File: src/rtl/cluster_soc_evt_fifo.sv
// rtl/cluster_soc_evt_fifo.sv - SoC event FIFO ahead of the cluster event unit, with register slave
// Optional push/pop counters when SOC_EVT_FIFO_STATS_EN is defined.
module cluster_soc_evt_fifo #(
    parameter int EVNT_WIDTH = 8,
    parameter int FIFO_DEPTH = 8,
    parameter int ID_WIDTH   = 9
) (
    input  logic                  clk_i,
    input  logic                  rst_ni,
    input  logic                  soc_evt_valid_i,
    output logic                  soc_evt_ready_o,
    input  logic [EVNT_WIDTH-1:0] soc_evt_data_i,
    output logic                  cl_evt_valid_o,
    input  logic                  cl_evt_ready_i,
    output logic [EVNT_WIDTH-1:0] cl_evt_data_o,
    input  logic                  req_i,
    input  logic [31:0]           add_i,
    input  logic                  wen_i,
    input  logic [31:0]           wdata_i,
    input  logic [3:0]            be_i,
    input  logic [ID_WIDTH-1:0]   id_i,
    output logic                  gnt_o,
    output logic                  r_valid_o,
    output logic [31:0]           r_rdata_o,
    output logic                  r_opc_o,
    output logic [ID_WIDTH-1:0]   r_id_o
);
    localparam int AW = $clog2(FIFO_DEPTH);

    logic [EVNT_WIDTH-1:0] mem_q [FIFO_DEPTH];
    logic [AW:0]           wptr_q, rptr_q, level;
    logic                  en_q, ovf_q;
    logic                  full, empty, push, pop;
    logic                  ctrl_wr, status_wr, flush;
    logic [1:0]            sel;
    logic [31:0]           status_w, rdata_d;
    logic                  opc_d;
    logic                  r_valid_q, r_opc_q;
    logic [31:0]           r_rdata_q;
    logic [ID_WIDTH-1:0]   r_id_q;
    logic                  unused_bits;

    assign unused_bits = ^{be_i, add_i[31:4], add_i[1:0], wdata_i[31:2]};

    assign level   = wptr_q - rptr_q;
    assign empty   = (wptr_q == rptr_q);
    assign full    = (wptr_q[AW] != rptr_q[AW]) && (wptr_q[AW-1:0] == rptr_q[AW-1:0]);
    assign sel     = add_i[3:2];

    assign soc_evt_ready_o = !full;
    assign cl_evt_valid_o  = !empty && en_q;
    assign cl_evt_data_o   = mem_q[rptr_q[AW-1:0]];
    assign push            = soc_evt_valid_i && soc_evt_ready_o && !flush;
    assign pop             = cl_evt_valid_o && cl_evt_ready_i;

    assign gnt_o     = req_i;
    assign ctrl_wr   = req_i && !wen_i && (sel == 2'd0);
    assign status_wr = req_i && !wen_i && (sel == 2'd1);
    assign flush     = ctrl_wr && wdata_i[1];

    always_comb begin
        status_w       = '0;
        status_w[7:0]  = 8'(level);
        status_w[8]    = empty;
        status_w[9]    = full;
        status_w[10]   = ovf_q;
    end

`ifdef SOC_EVT_FIFO_STATS_EN
    logic [31:0] push_cnt_q, pop_cnt_q;

    // Counters survive flush; only reset clears them.
    always_ff @(posedge clk_i or negedge rst_ni) begin
        if (!rst_ni) begin
            push_cnt_q <= '0;
            pop_cnt_q  <= '0;
        end else begin
            if (push) push_cnt_q <= push_cnt_q + 32'd1;
            if (pop)  pop_cnt_q  <= pop_cnt_q + 32'd1;
        end
    end
`endif

    always_comb begin
        rdata_d = '0;
        opc_d   = 1'b0;
        if (wen_i) begin
            case (sel)
                2'd0: rdata_d = {31'b0, en_q};
                2'd1: rdata_d = status_w;
`ifdef SOC_EVT_FIFO_STATS_EN
                2'd2: rdata_d = push_cnt_q;
                default: rdata_d = pop_cnt_q;
`else
                default: begin
                    rdata_d = 32'hDEADB33F;
                    opc_d   = 1'b1;
                end
`endif
            endcase
        end
    end

    always_ff @(posedge clk_i or negedge rst_ni) begin
        if (!rst_ni) begin
            for (int i = 0; i < FIFO_DEPTH; i++) mem_q[i] <= '0;
            wptr_q <= '0;
            rptr_q <= '0;
            en_q   <= 1'b1;
            ovf_q  <= 1'b0;
        end else begin
            if (push) mem_q[wptr_q[AW-1:0]] <= soc_evt_data_i;
            if (flush) begin
                wptr_q <= '0;
                rptr_q <= '0;
            end else begin
                if (push) wptr_q <= wptr_q + 1'b1;
                if (pop)  rptr_q <= rptr_q + 1'b1;
            end
            if (ctrl_wr) en_q <= wdata_i[0];
            // A blocked upstream event in the same cycle wins over the clear.
            if (soc_evt_valid_i && full) ovf_q <= 1'b1;
            else if (status_wr)          ovf_q <= 1'b0;
        end
    end

    always_ff @(posedge clk_i or negedge rst_ni) begin
        if (!rst_ni) begin
            r_valid_q <= 1'b0;
            r_rdata_q <= '0;
            r_opc_q   <= 1'b0;
            r_id_q    <= '0;
        end else begin
            r_valid_q <= req_i;
            if (req_i) begin
                r_rdata_q <= rdata_d;
                r_opc_q   <= opc_d;
                r_id_q    <= id_i;
            end
        end
    end

    assign r_valid_o = r_valid_q;
    assign r_rdata_o = r_rdata_q;
    assign r_opc_o   = r_opc_q;
    assign r_id_o    = r_id_q;
endmodule
File: config.mk
export PLATFORM = sky130hd
export DESIGN_NAME = cluster_soc_evt_fifo
export DESIGN_NICKNAME = d
export VERILOG_FILES = /design/src/rtl/cluster_soc_evt_fifo.sv
export SDC_FILE = /design/constraint.sdc
export NUM_CORES = 1
export LEC_CHECK = 0
export ABC_CLOCK_PERIOD_IN_PS = 3700
export CORE_ASPECT_RATIO = 0.9
export CORE_MARGIN = 8
export CORE_UTILIZATION = 25
export CTS_CLUSTER_DIAMETER = 150
export DETAILED_ROUTE_END_ITERATION = 10
export GPL_TIMING_DRIVEN = 0
export RECOVER_POWER = 50
export SLEW_MARGIN = 20
export SYNTH_ARGS = -nofsm -noshare
export SYNTH_HDL_FRONTEND = slang
export SYNTH_SLANG_ARGS = --single-unit
File: constraint.sdc
create_clock -name clk_i -period 3.7 [get_ports clk_i]
set_clock_uncertainty 0.1 [all_clocks]
set_input_delay 0.74 -clock clk_i [delete_from_list [all_inputs] [get_ports clk_i]]
set_output_delay 0.74 -clock clk_i [all_outputs]
set_load 0.01 [all_outputs]
### After elaboration in Yosys (flattened, before gate mapping)

Index checks and enable logic that the tools add are counted.

* register bits after elaboration: 117
* input bits: 91
* output and inout bits: 54

* add/sub/neg operators: 3
* magnitude comparators: 3
* eq/ne operators: 4
* multiplexer cells: 16
* bitwise gates (word level): 2
* reductions and logical operators: 20

Operators with widths (number)
* 64-bit bitwise mux: 1
* 32-bit case mux with 2 select lines: 1
* 32-bit two-way mux: 1
* 8-bit binary-select mux with 3-bit select: 1
* 8-bit demux with 3-bit select: 1
* 8-bit two-way mux: 3
* 4-bit two-way mux: 4
* 1-bit logical AND: 11
* 4-bit by 1-bit adder with 4-bit output, second input constant: 2
* 4-bit >= comparator, second input constant: 2
* 3-bit inverter with 4-bit output: 2
* 2-bit nonzero test: 3
* 4-bit == test: 1
* 1-bit zero test: 4
* 4-bit by 1-bit < comparator with 1-bit output, second input constant: 1
* 1-bit two-way mux: 4
* 4-bit subtractor: 1
* 3-bit == test: 1
* 2-bit by 1-bit == test with 1-bit output, second input constant: 1
* 2-bit zero test: 1
* 2-bit OR reduction: 1
* 1-bit inequality test: 1

### Longest topological paths before layout

* depth after elaboration: 8
* mapped depth: 9
* gate-level depth less buffers: 7

### Worst setup path before layout

No wires, ideal clock.

* path type: flip-flop to flip-flop
* start: register rptr_q[1]
* end: register mem_q[16] (netlist bit)
* arrival: 2.533 ns
* slack: 0.942 ns
* cell stages (with the launch flop): 10
* path buffers: 2
* period minus slack after synthesis: 2.758 ns
* cell sequence: dfrtp_1 -> clkbuf_1 -> buf_1 -> inv_1 -> ha_1 -> nand3_1 -> o21ai_2 -> nor3_4 -> nand3_4 -> mux2_2

* longest elaborated chain between the ends: 5

Ends and longest elaborated chain
* from (decl): line 31 `logic [AW:0] wptr_q, rptr_q, level;`
* from (signal assigned): line 118 `if (pop) rptr_q <= rptr_q + 1'b1;`
* 3-bit == test: line 47 `assign full = (wptr_q[AW] != rptr_q[AW]) && (wptr_q[AW-1:0] == rptr_q[AW-1:0]);`
* 1-bit logical AND: line 47
* 1-bit zero test: line 50 `assign soc_evt_ready_o = !full;`
* 1-bit logical AND (2 in series): line 53 `assign push = soc_evt_valid_i && soc_evt_ready_o && !flush;`
* to (signal, indexed assignment): line 112 `if (push) mem_q[wptr_q[AW-1:0]] <= soc_evt_data_i;`
* to (decl): line 30 `logic [EVNT_WIDTH-1:0] mem_q [FIFO_DEPTH];`

No other way between the ends.
A chain may end at the register's enable or synchronous reset.

### Final worst setup path

* start: register rptr_q[1]
* end: output cl_evt_valid_o

* longest elaborated chain between the ends: 3

Ends and longest elaborated chain
* 4-bit == test: line 46 `assign empty = (wptr_q == rptr_q);`
* 1-bit zero test: line 51 `assign cl_evt_valid_o = !empty && en_q;`
* 1-bit logical AND: line 51
* to (decl): line 13 `output logic cl_evt_valid_o,`

No other way between the ends.

==> impl_metrics.py <==
metrics = {
    "cells_and_area": {
        "finalNonFillerCells": 671,
        "layout-drive-gt1-share_pct": 35.3,
        "nNetsFinal": 523,
        "final_cell_mix": "dfrtp_1, mux2_2, clkdlybuf4s50_1",
        "final_common_cell": "dfrtp_1",
        "n_antenna_cell": 0,
        "area_growth_syn_to_layout_pct": 30.1,
        "fin_area_sq_um": 5810,
    },
    "detailed_routing": {
        "vias": 2837,
        "drc": 0,
        "route.antenna.remaining_nets": 0,
        "wl_per_cell_um": 15.5,
        "drt_wl_total_um": 10400,
        "drt_iter0_drc": 105,
        "via_per_inst": 4.23,
        "dr.pass1.iters": 4,
    },
    "synthesis": {
        "seq_area_frac_synth_pct": 51.6,
        "yosysWarningCount": 0,
        "synthArstFlopShare_pct": 100,
        "avgSynthCellArea_sq_um": 13.3,
        "synthFlopType": "dfrtp_1",
        "synthTopCellsByArea": "dfrtp_1, mux2_2, mux4_2, buf_4, nand2_1",
        "synth_cell_types": 41,
        "synth_top_area_share_pct": 51.0,
        "yosys.area.top_type": "dfrtp_1",
        "netlist_area_sq_um": 4460,
        "syn_inst": 336,
        "synth_edf_count": 0,
        "synth.ff_latch_count": 92,
    },
    "timing": {
        "setup_tns_ns": 0,
        "rsz0062_at_grt": "false",
        "max-slew-margin-rel_pct": -53.4,
        "period_share_pct": 95.6,
        "setup_ws_ns": 0.164,
        "clock.fmax_ghz": 0.283,
        "tightest_slew_ns": 2.30,
        "hold_viol": 0,
        "min_period_ns": 3.54,
        "setup_viol": 0,
        "slew_violations": 39,
    },
    "die": {
        "die-width_um": 157,
        "coreArea_sq_um": 17600,
        "ios": 145,
        "fp.dieH_um": 143,
        "rows": 46,
        "initial_core_util_pct": 25.4,
        "die_area_sq_um": 22400,
    },
    "worst_setup_path": {
        "arrival_ns": 2.70,
        "worstSetupStartpoint": "rptr_q[1]",
        "crit_fanout": 10,
        "reg2reg_from": "rptr_q[1]",
        "r2r-end": "mem_q[22]",
        "endpoint_kind": "output pin",
        "reg2regPathDepth": 9,
        "critPathLaunchType": "register",
        "path_class": "reg2out",
        "reg2reg_slack_ns": 0.81,
        "cp_data_required_time_ns": 2.86,
        "timing.critical_path.to": "cl_evt_valid_o",
    },
    "global_route": {
        "antenna_found_initial": 0,
        "track_usage_pct": 10.0,
        "grt_overflow": 0,
        "grt_pass1_wl_um": 17000,
        "grt_pass1_vias": 3058,
        "grt_max_degree": 55,
    },
    "clock_network": {
        "numCtsBuffers": 9,
        "clock-root-buffer": "clkbuf_16",
        "cts.reportedPaths.clkPinSlew_ns": 0.07,
        "numClockSinks": 92,
        "htree_levels": 3,
        "tritoncts": "built",
        "clk_path_buf_depth": 2,
        "cts-hold-fix-buffers": 0,
        "clk_latency_ns": 0.34,
    },
    "power_and_ir_drop": {
        "power.density_nw_per_um2": 779,
        "peakVddDrop_v": 0.000384,
        "cellLeakagePower_nw": 2.49,
    },
    "placed_design": {
        "gp_congestion": 0.704,
        "dpl.hpwl_um": 7410,
        "place_ws_ns": -0.236,
        "place_area_sq_um": 5530,
        "place_inst": 656,
        "io_buffers": 71,
    },
    "job": {
        "max_cap_viol_count": 1,
    },
    "status": {
        "violations": "max-capacitance violations, max-slew violations",
        "status": "finished, violations left",
    },
    "min_path": {
        "hold_path.class": "reg2reg",
        "worstHoldStart": "mem_q[5]",
    },
}
power by group:
group / total [mW] / internal [mW] / leakage [nW] / switching, mW
Combinational: 1.98 / 1.12 / 1.25 / 0.862
Clock: 0.860 / 0.461 / 0.133 / 0.399
Sequential: 1.68 / 1.43 / 1.11 / 0.248
Total: 4.53 / 3.02 / 2.49 / 1.51
metal layers:
layer  global-route usage (%)  wire length [um]  up-vias
met5                        0                 0        -
met4                     2.73               113        0
met3                     3.20               441        9
met2                     16.5              5280       47
met1                     12.4              4590     1452
li1                         -                 -     1329
critical path: stages (launching register included):
cell	delay [ns]
dfrtp_1	0.35
buf_2	0.31
buf_4	0.29
inv_1	0.11
ha_1	0.30
nand3_1	0.20
nor2_1	0.09
nor2b_1	0.16
clkdlybuf4s50_1	0.56
worst min path at each step:
| stage | end | slack (ns) | depth (start not counted) |
|---|---|---|---|
| floorplan | mem_q[0] | 0.34 | 0 |
| global placement | mem_q[8] | 0.38 | 1 |
| detailed placement | mem_q[6] | 0.39 | 1 |
| CTS | r_id_o[4] | 0.29 | 1 |
| global route | mem_q[10] | 0.41 | 1 |
| finish | mem_q[5] | 0.40 | 1 |
logic make-up after synthesis:
group | synth area share (%)
flip-flops | 51.6
multiplexers | 27.0
AND/OR/NAND/NOR | 8.18
buffers and inverters | 6.61
AO/OA/AOI/OAI | 2.97
XOR/XNOR | 1.74
adder cells (fa/ha/maj) | 1.85
other | 0.0840
through the flow:
step	power [mW]	util, %	hold slack [ns]
after floorplan	3.00	-	0.344
after global placement	3.63	31.4	0.381
after detailed placement	3.72	31.5	0.389
after CTS	4.61	33.1	0.286
after global routing	4.84	33.1	0.412
final	4.53	33.1	0.401
timing repair:
| item | 4_1_cts | 5_1_grt |
|---|---|---|
| setup endpoints to repair | 10 | 10 |
| setup buffers | 0 | 0 |
| pin swaps | 0 | 0 |
| gates resized for setup | 4 | 3 |
final cells by class:
class,count,area [sq um]
tap,240,300
clock inverter,6,47.5
buffer,35,246
fill,1760,11700
multi-input combinational,202,1900
timing repair buffer,72,732
clock buffer,10,229
inverter,14,53.8
sequential,92,2300
cell usage after synthesis (2+ instances only):
| master | number |
|---|---|
| a21oi_1 | 4 |
| buf_1 | 2 |
| buf_2 | 2 |
| buf_4 | 26 |
| clkbuf_1 | 5 |
| dfrtp_1 | 91 |
| ha_1 | 5 |
| inv_1 | 13 |
| mux2_2 | 74 |
| mux4_2 | 16 |
| nand2_1 | 27 |
| nand2_2 | 3 |
| nand2_4 | 3 |
| nand3_1 | 2 |
| nand4_1 | 2 |
| nor2_1 | 16 |
| nor2b_1 | 4 |
| o211ai_1 | 3 |
| o21a_1 | 2 |
| o21ai_0 | 4 |
| o22ai_1 | 6 |
| or3_1 | 2 |
| xnor2_1 | 2 |
| xor2_1 | 5 |
registers in the layout, summed over array words and instances (netlist names):
signal	flops
wptr_q	4
r_valid_o	1
mem_q	64
ovf_q	1
r_id_o	9
rptr_q	4
en_q	1
r_rdata_o	8
Note: power is estimated with default switching activity, not from simulation.
